File: config.mk
export PLATFORM = sky130hd
export DESIGN_NAME = plen_sched_flat
export DESIGN_NICKNAME = d
export VERILOG_FILES = /design/src/rtl/plen_sched_pkg.sv /design/src/rtl/plen_sched_if.sv /design/src/rtl/plen_sched.sv /design/src/flat_wrapper.sv
export SDC_FILE = /design/constraint.sdc
export NUM_CORES = 2
export LEC_CHECK = 0
export ABC_AREA = 1
export BUFFER_PORTS_ARGS = -buffer_cell sky130_fd_sc_hd__buf_2
export CORE_MARGIN = 4
export CORE_UTILIZATION = 45
export DETAILED_ROUTE_END_ITERATION = 6
export SETUP_SLACK_MARGIN = 0.2
export SLEW_MARGIN = 20
export SYNTH_ARGS = -nofsm -noshare
export SYNTH_HDL_FRONTEND = slang
export SYNTH_SLANG_ARGS = --single-unit
File: constraint.sdc
create_clock -name clk -period 3.1 [get_ports clk]
set_clock_uncertainty 0.1 [all_clocks]
set_input_delay 0.31 -clock clk [delete_from_list [all_inputs] [get_ports clk]]
set_output_delay 0.31 -clock clk [all_outputs]
set_load 0.03 [all_outputs]
File: src/rtl/plen_sched_pkg.sv
// plen_sched shared types: block geometry, slot fields, block descriptor.
// Also imported by the pidx bench models.
package plen_pkg;

  localparam int VLEN = 256;
  localparam int BSW  = 5;
  localparam int BS   = 1 << BSW;
  localparam int BLEN = VLEN / BS;
  localparam int WW   = 8 - BSW + 1;

  typedef logic [WW-1:0]  len_t;
  typedef logic [BSW-1:0] pos_t;
  typedef logic [BSW:0]   cnt_t;

  typedef enum logic {
    ACC,
    TAIL
  } state_t;

  typedef struct packed {
    cnt_t            inum;
    len_t [BS-1:0]   ilen;
    pos_t [BS-1:0]   ipos;
    cnt_t [BS-1:0]   psum;
    logic            last;
  } blk_t;

endpackage

File: src/rtl/plen_sched_if.sv
// Field-length input and block-descriptor output handshakes
// of plen_sched.
interface plen_sched_if;
  import plen_pkg::*;

  logic          in_valid;
  logic          in_ready;
  len_t          in_len;
  logic          in_last;

  logic          out_valid;
  logic          out_ready;
  cnt_t          out_inum;
  len_t [BS-1:0] out_ilen;
  pos_t [BS-1:0] out_ipos;
  cnt_t [BS-1:0] out_psum;
  logic          out_last;

  modport slave (
    input  in_valid,
    input  in_len,
    input  in_last,
    input  out_ready,
    output in_ready,
    output out_valid,
    output out_inum,
    output out_ilen,
    output out_ipos,
    output out_psum,
    output out_last
  );

  modport master (
    output in_valid,
    output in_len,
    output in_last,
    output out_ready,
    input  in_ready,
    input  out_valid,
    input  out_inum,
    input  out_ilen,
    input  out_ipos,
    input  out_psum,
    input  out_last
  );

endinterface

File: src/rtl/plen_sched.sv
// Packs variable-length fields into BS-lane blocks, splitting
// fields across block boundaries into head and carry slots.
module plen_sched
  import plen_pkg::*;
(
  input  logic        clk,
  input  logic        rst,
  plen_sched_if.slave bus
);

  localparam cnt_t BS_C = cnt_t'(BS);

  state_t r_state;
  state_t w_nxt_state;
  blk_t   r_acc;
  blk_t   w_nxt_acc;
  blk_t   r_hold;
  blk_t   w_nxt_hold;
  blk_t   w_blk;
  cnt_t   r_fill;
  cnt_t   w_nxt_fill;
  logic   r_ovalid;
  logic   w_nxt_ovalid;

  logic   w_free;
  logic   w_fire;
  logic   w_nz;
  logic   w_split;
  logic   w_done;
  logic   w_grow;
  logic   w_tail;
  cnt_t   w_sum;
  cnt_t   w_head;
  cnt_t   w_cy;
  pos_t   w_slot;

  assign w_free       = !r_ovalid || bus.out_ready;
  assign bus.in_ready = (r_state == ACC) && w_free;

  assign bus.out_valid = r_ovalid;
  assign bus.out_inum  = r_hold.inum;
  assign bus.out_ilen  = r_hold.ilen;
  assign bus.out_ipos  = r_hold.ipos;
  assign bus.out_psum  = r_hold.psum;
  assign bus.out_last  = r_hold.last;

  always_ff @(posedge clk) begin
    if (rst) begin
      r_state  <= ACC;
      r_acc    <= '0;
      r_fill   <= '0;
      r_hold   <= '0;
      r_ovalid <= 1'b0;
    end else begin
      r_state  <= w_nxt_state;
      r_acc    <= w_nxt_acc;
      r_fill   <= w_nxt_fill;
      r_hold   <= w_nxt_hold;
      r_ovalid <= w_nxt_ovalid;
    end
  end

  always_comb begin
    w_fire  = bus.in_valid && bus.in_ready;
    w_nz    = bus.in_len != '0;
    w_sum   = r_fill + cnt_t'(bus.in_len);
    w_head  = BS_C - r_fill;
    w_cy    = cnt_t'(bus.in_len) - w_head;
    w_split = w_nz && (w_sum > BS_C);
    w_done  = w_fire &&
              ((w_nz && (w_sum >= BS_C)) || bus.in_last);
    w_grow  = w_fire && !w_done;
    w_tail  = (r_state == TAIL) && w_free;
    w_slot  = pos_t'(r_acc.inum);

    // accumulator with the incoming field's slot appended
    w_blk      = r_acc;
    w_blk.last = bus.in_last && !w_split;
    if (w_nz) begin
      w_blk.ilen[w_slot] = w_split ? len_t'(w_head) : bus.in_len;
      w_blk.ipos[w_slot] = '0;
      w_blk.psum[w_slot] = w_split ? BS_C : w_sum;
      w_blk.inum         = r_acc.inum + 1'b1;
    end

    w_nxt_state  = r_state;
    w_nxt_acc    = r_acc;
    w_nxt_fill   = r_fill;
    w_nxt_hold   = r_hold;
    w_nxt_ovalid = r_ovalid && !bus.out_ready;

    unique case (1'b1)
      w_tail: begin
        w_nxt_hold      = r_acc;
        w_nxt_hold.last = 1'b1;
        w_nxt_ovalid    = 1'b1;
        w_nxt_acc       = '0;
        w_nxt_fill      = '0;
        w_nxt_state     = ACC;
      end
      w_done: begin
        w_nxt_hold   = w_blk;
        w_nxt_ovalid = 1'b1;
        w_nxt_acc    = '0;
        w_nxt_fill   = '0;
        if (w_split) begin
          w_nxt_acc.inum    = cnt_t'(1);
          w_nxt_acc.ilen[0] = len_t'(w_cy);
          w_nxt_acc.ipos[0] = pos_t'(w_head);
          w_nxt_acc.psum[0] = w_cy;
          w_nxt_fill        = w_cy;
          if (bus.in_last) begin
            w_nxt_state = TAIL;
          end
        end
      end
      w_grow: begin
        w_nxt_acc      = w_blk;
        w_nxt_acc.last = 1'b0;
        w_nxt_fill     = w_sum;
      end
      default: begin
      end
    endcase
  end

endmodule

File: src/flat_wrapper.sv
// flat-port wrapper written by rule: the top's interface ports become plain ports
module plen_sched_flat import plen_pkg::*;
  (clk, rst, bus_in_valid, bus_in_len, bus_in_last, bus_out_ready, bus_in_ready, bus_out_valid, bus_out_inum, bus_out_ilen, bus_out_ipos, bus_out_psum, bus_out_last);
  plen_sched_if bus_i ();
  input  logic clk;
  input  logic rst;
  input wire logic [$bits(bus_i.in_valid)-1:0] bus_in_valid;
  input wire logic [$bits(bus_i.in_len)-1:0] bus_in_len;
  input wire logic [$bits(bus_i.in_last)-1:0] bus_in_last;
  input wire logic [$bits(bus_i.out_ready)-1:0] bus_out_ready;
  output wire logic [$bits(bus_i.in_ready)-1:0] bus_in_ready;
  output wire logic [$bits(bus_i.out_valid)-1:0] bus_out_valid;
  output wire logic [$bits(bus_i.out_inum)-1:0] bus_out_inum;
  output wire logic [$bits(bus_i.out_ilen)-1:0] bus_out_ilen;
  output wire logic [$bits(bus_i.out_ipos)-1:0] bus_out_ipos;
  output wire logic [$bits(bus_i.out_psum)-1:0] bus_out_psum;
  output wire logic [$bits(bus_i.out_last)-1:0] bus_out_last;
  assign bus_i.in_valid = bus_in_valid;
  assign bus_i.in_len = bus_in_len;
  assign bus_i.in_last = bus_in_last;
  assign bus_i.out_ready = bus_out_ready;
  assign bus_in_ready = bus_i.in_ready;
  assign bus_out_valid = bus_i.out_valid;
  assign bus_out_inum = bus_i.out_inum;
  assign bus_out_ilen = bus_i.out_ilen;
  assign bus_out_ipos = bus_i.out_ipos;
  assign bus_out_psum = bus_i.out_psum;
  assign bus_out_last = bus_i.out_last;
  plen_sched u_core (.clk(clk), .rst(rst), .bus(bus_i));
endmodule
# After elaboration in Yosys (flattened, before gate mapping)
# Cells that the tools add are included.
# op_classes
n_reduce_logical	21
magnitude_cmp	4
addsub	4
n_mux	22
eq_ne	2
bitwise	3
# ops
op	n
$pmux W487 S3	1
$pmux W487 S2	1
$mux W486	1
$bwmux W192	1
$and A160 B160 Y160	1
$not A160 Y160	1
$bwmux W128	1
$demux W6 S5	1
$demux W5 S5	1
$demux W4 S5	1
$mux W6	3
$pmux W6 S3	1
$mux W4	3
$logic_and A1 B1 Y1	10
$mux W5	2
$add A6 B1 Y6 const B	1
$add A6 B4 Y6	1
$ge A6 B6 Y1 const B	1
$gt A6 B6 Y1 const B	1
$lt A5 B6 Y1 const B	1
$sub A4 B6 Y6	1
$sub A6 B6 Y6 const A	1
$ge A5 B1 Y1 const B	1
$logic_not A1 Y1	4
11 further kinds	15
# totals
word_cells	254
output_inout_bits	489
reg_bits	981

# Depth between registers and ports, before layout
# logic_depth
word_depth	8
ltp_mapped	16

# Worst setup path after synthesis
# OpenSTA, ideal clock, no wires.
# synth_path
path_type	register to register
start	register u_core.r_fill[0]
end	register u_core.r_acc[14] (netlist bit)
synth_period_minus_slack_ns	2.434
arrival_time_ns	2.263
stages_incl_launch_ff	14
slack_ns	0.666
setup_time_ns	0.070
cell_sequence	dfxtp_1 -> ha_1 -> fa_1 -> clkbuf_1 -> or2_0 -> nor2_1 -> nand3_2 -> nand3_2 -> buf_6 -> buf_4 -> nand3_1 -> nand2_1 -> nand2_1 -> a21oi_1
# synth_between
elab_chain_cells	8
word_cells_on_any_way	14
# synth_lines
item	line_no	rtl
start, declared	plen_sched.sv:20	cnt_t r_fill;
start signal, assigned	plen_sched.sv:57	r_fill <= w_nxt_fill;
$add A6 B4 Y6 *	plen_sched.sv:66	w_sum = r_fill + cnt_t'(bus.in_len);
branches (longest 7 deep; another with $gt A6 B6 Y1)	-	
end signal, assigned	plen_sched.sv:56	r_acc <= w_nxt_acc;
end, declared	plen_sched.sv:15	blk_t r_acc;
# Every way passes the cells marked *. The select of a mux whose other input is x is not followed.
# A chain may end at the register's enable or synchronous reset.

# Final worst setup path
# layout_path
start	register u_core.r_fill[2]
end	register u_core.r_hold (netlist bit u_core.bus.out_ilen[49])
# layout_between
elab_chain_cells	7
word_cells_on_any_way	12
# layout_lines
item	line_no	rtl
$add A6 B4 Y6 *	plen_sched.sv:66	
$gt A6 B6 Y1	plen_sched.sv:69	w_split = w_nz && (w_sum > BS_C);
$logic_and A1 B1 Y1	plen_sched.sv:69	
$mux W4	plen_sched.sv:80	w_blk.ilen[w_slot] = w_split ? len_t'(w_head) : bus.in_len;
$bwmux W128	plen_sched.sv:80	
$mux W486	plen_sched.sv:79	if (w_nz) begin
$pmux W487 S2	plen_sched.sv:92	unique case (1'b1)
end signal, assigned	plen_sched.sv:58	r_hold <= w_nxt_hold;
end, declared	plen_sched.sv:17	blk_t r_hold;
# Mark *: on every way between the ends. The rest lies on a longest branch, timed or not.

==> run metrics <==
vias in the first global route 37110; DRC Markers 0; Core Util, Final a little over half; VDD IR max 394.6 uV; PwrDens roughly 560 mW/mm^2; most common cell after layout, fill and taps aside nand2_1; Worst-path clk slew 0.06 ns; grt ovf 0; register area share after synthesis 46.46%; IO buf count 497; post-synthesis mux area share 0%; multi-input logic area 0.01933 mm^2; die area 0.09891 mm^2; antenna violations before repair 9; Initial Utilization around 45%; number of synthesized flops with an enable pin 0; clk buf depth 3; Reg area 0.01964 mm^2; clk_lat worst skew ~0.7 ns; fmax between 300 and 400 MHz; period utilisation layout 87.39%; RD Place Congestion between 0.9 and 1; Avg Inst Size Synth between 6 and 7 um^2; largest family of logic cells by synthesized area simple AND/OR/NAND/NOR gates; #FFs+latches synth between 900 and 1000; CTS tree done; most frequent cells in the layout nand2_1, dfxtp_1, nand3_1; Vias 41210; Synth area leaders dfxtp_1, nand2_1, nand3_1; routed wire length roughly 150000 um; HPWL Detailed ~96000 um; Core Rows roughly 110; post-synthesis simple-gate area fraction between 30% and 40%; Tot Pwr about 28 mW; Worst Path Max Fanout 55; die width about 310 um; mapped cell area 0.04227 mm^2; Syn. warnings 0; GRT Total Usage slightly below 30%; top_reg_cell synth dfxtp_1; Root Buffer clkbuf_16; share of flip-flops with an asynchronous set or reset 0%; worst min path class in2reg; Startpoint Class flop; Lkg Pwr approximately 21 nW; XOR/XNOR share of the synthesized area 0.2457%; filler cell count around 9000; final net count roughly 6400; Die H approximately 310 um; final hold viol count 0; Post-Route Setup TNS 0 ns; largest net degree at the start of global routing 171; layout cells sized above 1 between 10% and 20%; fin. max-slew vios 0; # setup viols final 0; area added between synthesis and finish 17.42%; wire per inst between 15 and 20 um; min cycle time layout between 2 and 3 ns; H-tree levels 3; 1st-iter DRT viols around 4300; status finished clean; syn nets just over 6000; share of the synthesized area in the top cell type between 40% and 50%; Slew Limit Headroom 35.10%; first-pass detailed-route iteration total 6; Required @ worst endpoint roughly 3.6 ns; post-synthesis compound-gate area fraction around a tenth; drt via density about 5.3; Cells after Synth between 6000 and 7000; Antenna Nets Post-Route 0; Slew @ Worst Pin between 0.9 and 1 ns; Setup CP Type reg2reg; adder-cell share of the synthesized area 0.4795%; crit path capture type flop; core area 0.09319 mm^2; first-pass GRT wire length approximately 230000 um; Synth area leader dfxtp_1; RSZ-0062 raised after global routing true; total clock sinks ~980; Max-cap violations 0; TritonCTS buffer count 105; Arr. time, crit path ~3.2 ns; post-synth cell types 40; io pins between 400 and 500
cells by family (layout without fill, tap and decap cells):
logic type,after synthesis,after routing
compound gates,848,848
xor+xnor,11,11
fa+ha+maj,15,15
buf+inv,789,1184
flops,981,981
other cells,0,3
simple gates,3407,3407
synthesized netlist by cell type, types with 3 or more instances:
cell,instances
a21oi_1,479
a22oi_1,19
a31oi_1,51
buf_1,16
buf_2,128
buf_4,33
buf_6,26
clkbuf_1,241
dfxtp_1,981
ha_1,13
inv_1,331
inv_2,13
nand2_1,1604
nand2_2,8
nand3_1,753
nand3_2,4
nand4_1,6
nor2_1,734
nor2_2,3
nor3_1,158
nor3_2,3
o211ai_1,6
o21a_1,37
o21ai_0,202
o21ai_1,36
o22ai_1,12
or2_2,128
xor2_1,8
cell type report:
type	count	share of cell area, %
Sequential cell	981	39.57
Multi-Input combinational cell	4281	38.94
Timing Repair Buffer	646	8.530
Clock buffer	154	6.148
Tap cell	1254	3.161
Inverter	345	2.674
Clock inverter	39	0.9654
Antenna cell	3	0.01512
metal layers:
| metal | vias to the layer above | global-route usage, % | wire, um | part of all wire [%] |
|---|---|---|---|---|
| met2 | 1439 | 46.70 | 69030 | 46 |
| met5 | - | 0 | 27 | 0.018 |
| met3 | 263 | 4.812 | 10760 | 7.1 |
| met1 | 19350 | 39.89 | 65480 | 43 |
| met4 | 4 | 11.47 | 6266 | 4.1 |
| li1 | 20150 | - | - | - |
through the flow:
stage,std cells,instance area (um^2),hold WS (ns),worst slack [ns]
detailed placement,7502,46000,0.3333,0.1997
global placement,7502,46000,0.3315,0.08710
finish,7703,49640,0.1040,0.3910
global route,7700,49630,0.1067,0.1752
floorplan,6051,42270,0.3242,0.6663
CTS,7698,49560,0.07537,0.3181
power by group:
group | internal (mW) | switching [mW] | leakage (nW)
logic | 0.529 | 1.67 | 11.4
registers | 12.8 | 0.107 | 7.93
clock network | 7.57 | 5.38 | 1.74
flip-flops by register name (all words and copies together), names as in the netlist:
register              flops
u_core.r_acc            486
u_core.bus.out_psum     192
u_core.bus.out_ipos     160
u_core.bus.out_ilen     128
u_core.bus.out_inum       6
u_core.r_fill             6
u_core.bus.out_last       1
u_core.bus.out_valid      1
u_core.r_state            1
final timing paths:
kind / start / end / slack [ns] / cells after the start
worst min-delay path: bus_in_valid / u_core.r_acc[1] / 0.10 / 5
worst max register to register: u_core.r_fill[2] / u_core.bus.out_ilen[49] / 0.39 / 15
worst max-delay path: u_core.r_fill[2] / u_core.bus.out_ilen[49] / 0.39 / 15
worst min register to register: u_core.r_acc[232] / u_core.r_acc[232] / 0.34 / 2
critical path, stage by stage (launching register included):
cell     delay [ns]
dfxtp_1        0.35
ha_1           0.41
inv_1          0.08
nand2_2        0.08
nand3_2        0.10
nand2_1        0.11
nand2_2        0.08
nand3_4        0.11
nand2_2        0.10
nand2_8        0.20
buf_16         0.28
buf_12         0.21
nand3_1        0.08
nand2_1        0.09
inv_1          0.04
a21oi_1        0.13
what timing repair did:
| action | in CTS | in global routing |
|---|---|---|
| buffers inserted | 0 | 1 |
| endpoints found under the hold margin | 41 | 0 |
| endpoints found under the setup margin | 0 | 71 |
| resized for setup | 0 | 9 |
| hold buffers | 3 | 0 |
No activity file was read; power rests on OpenSTA's default activity.
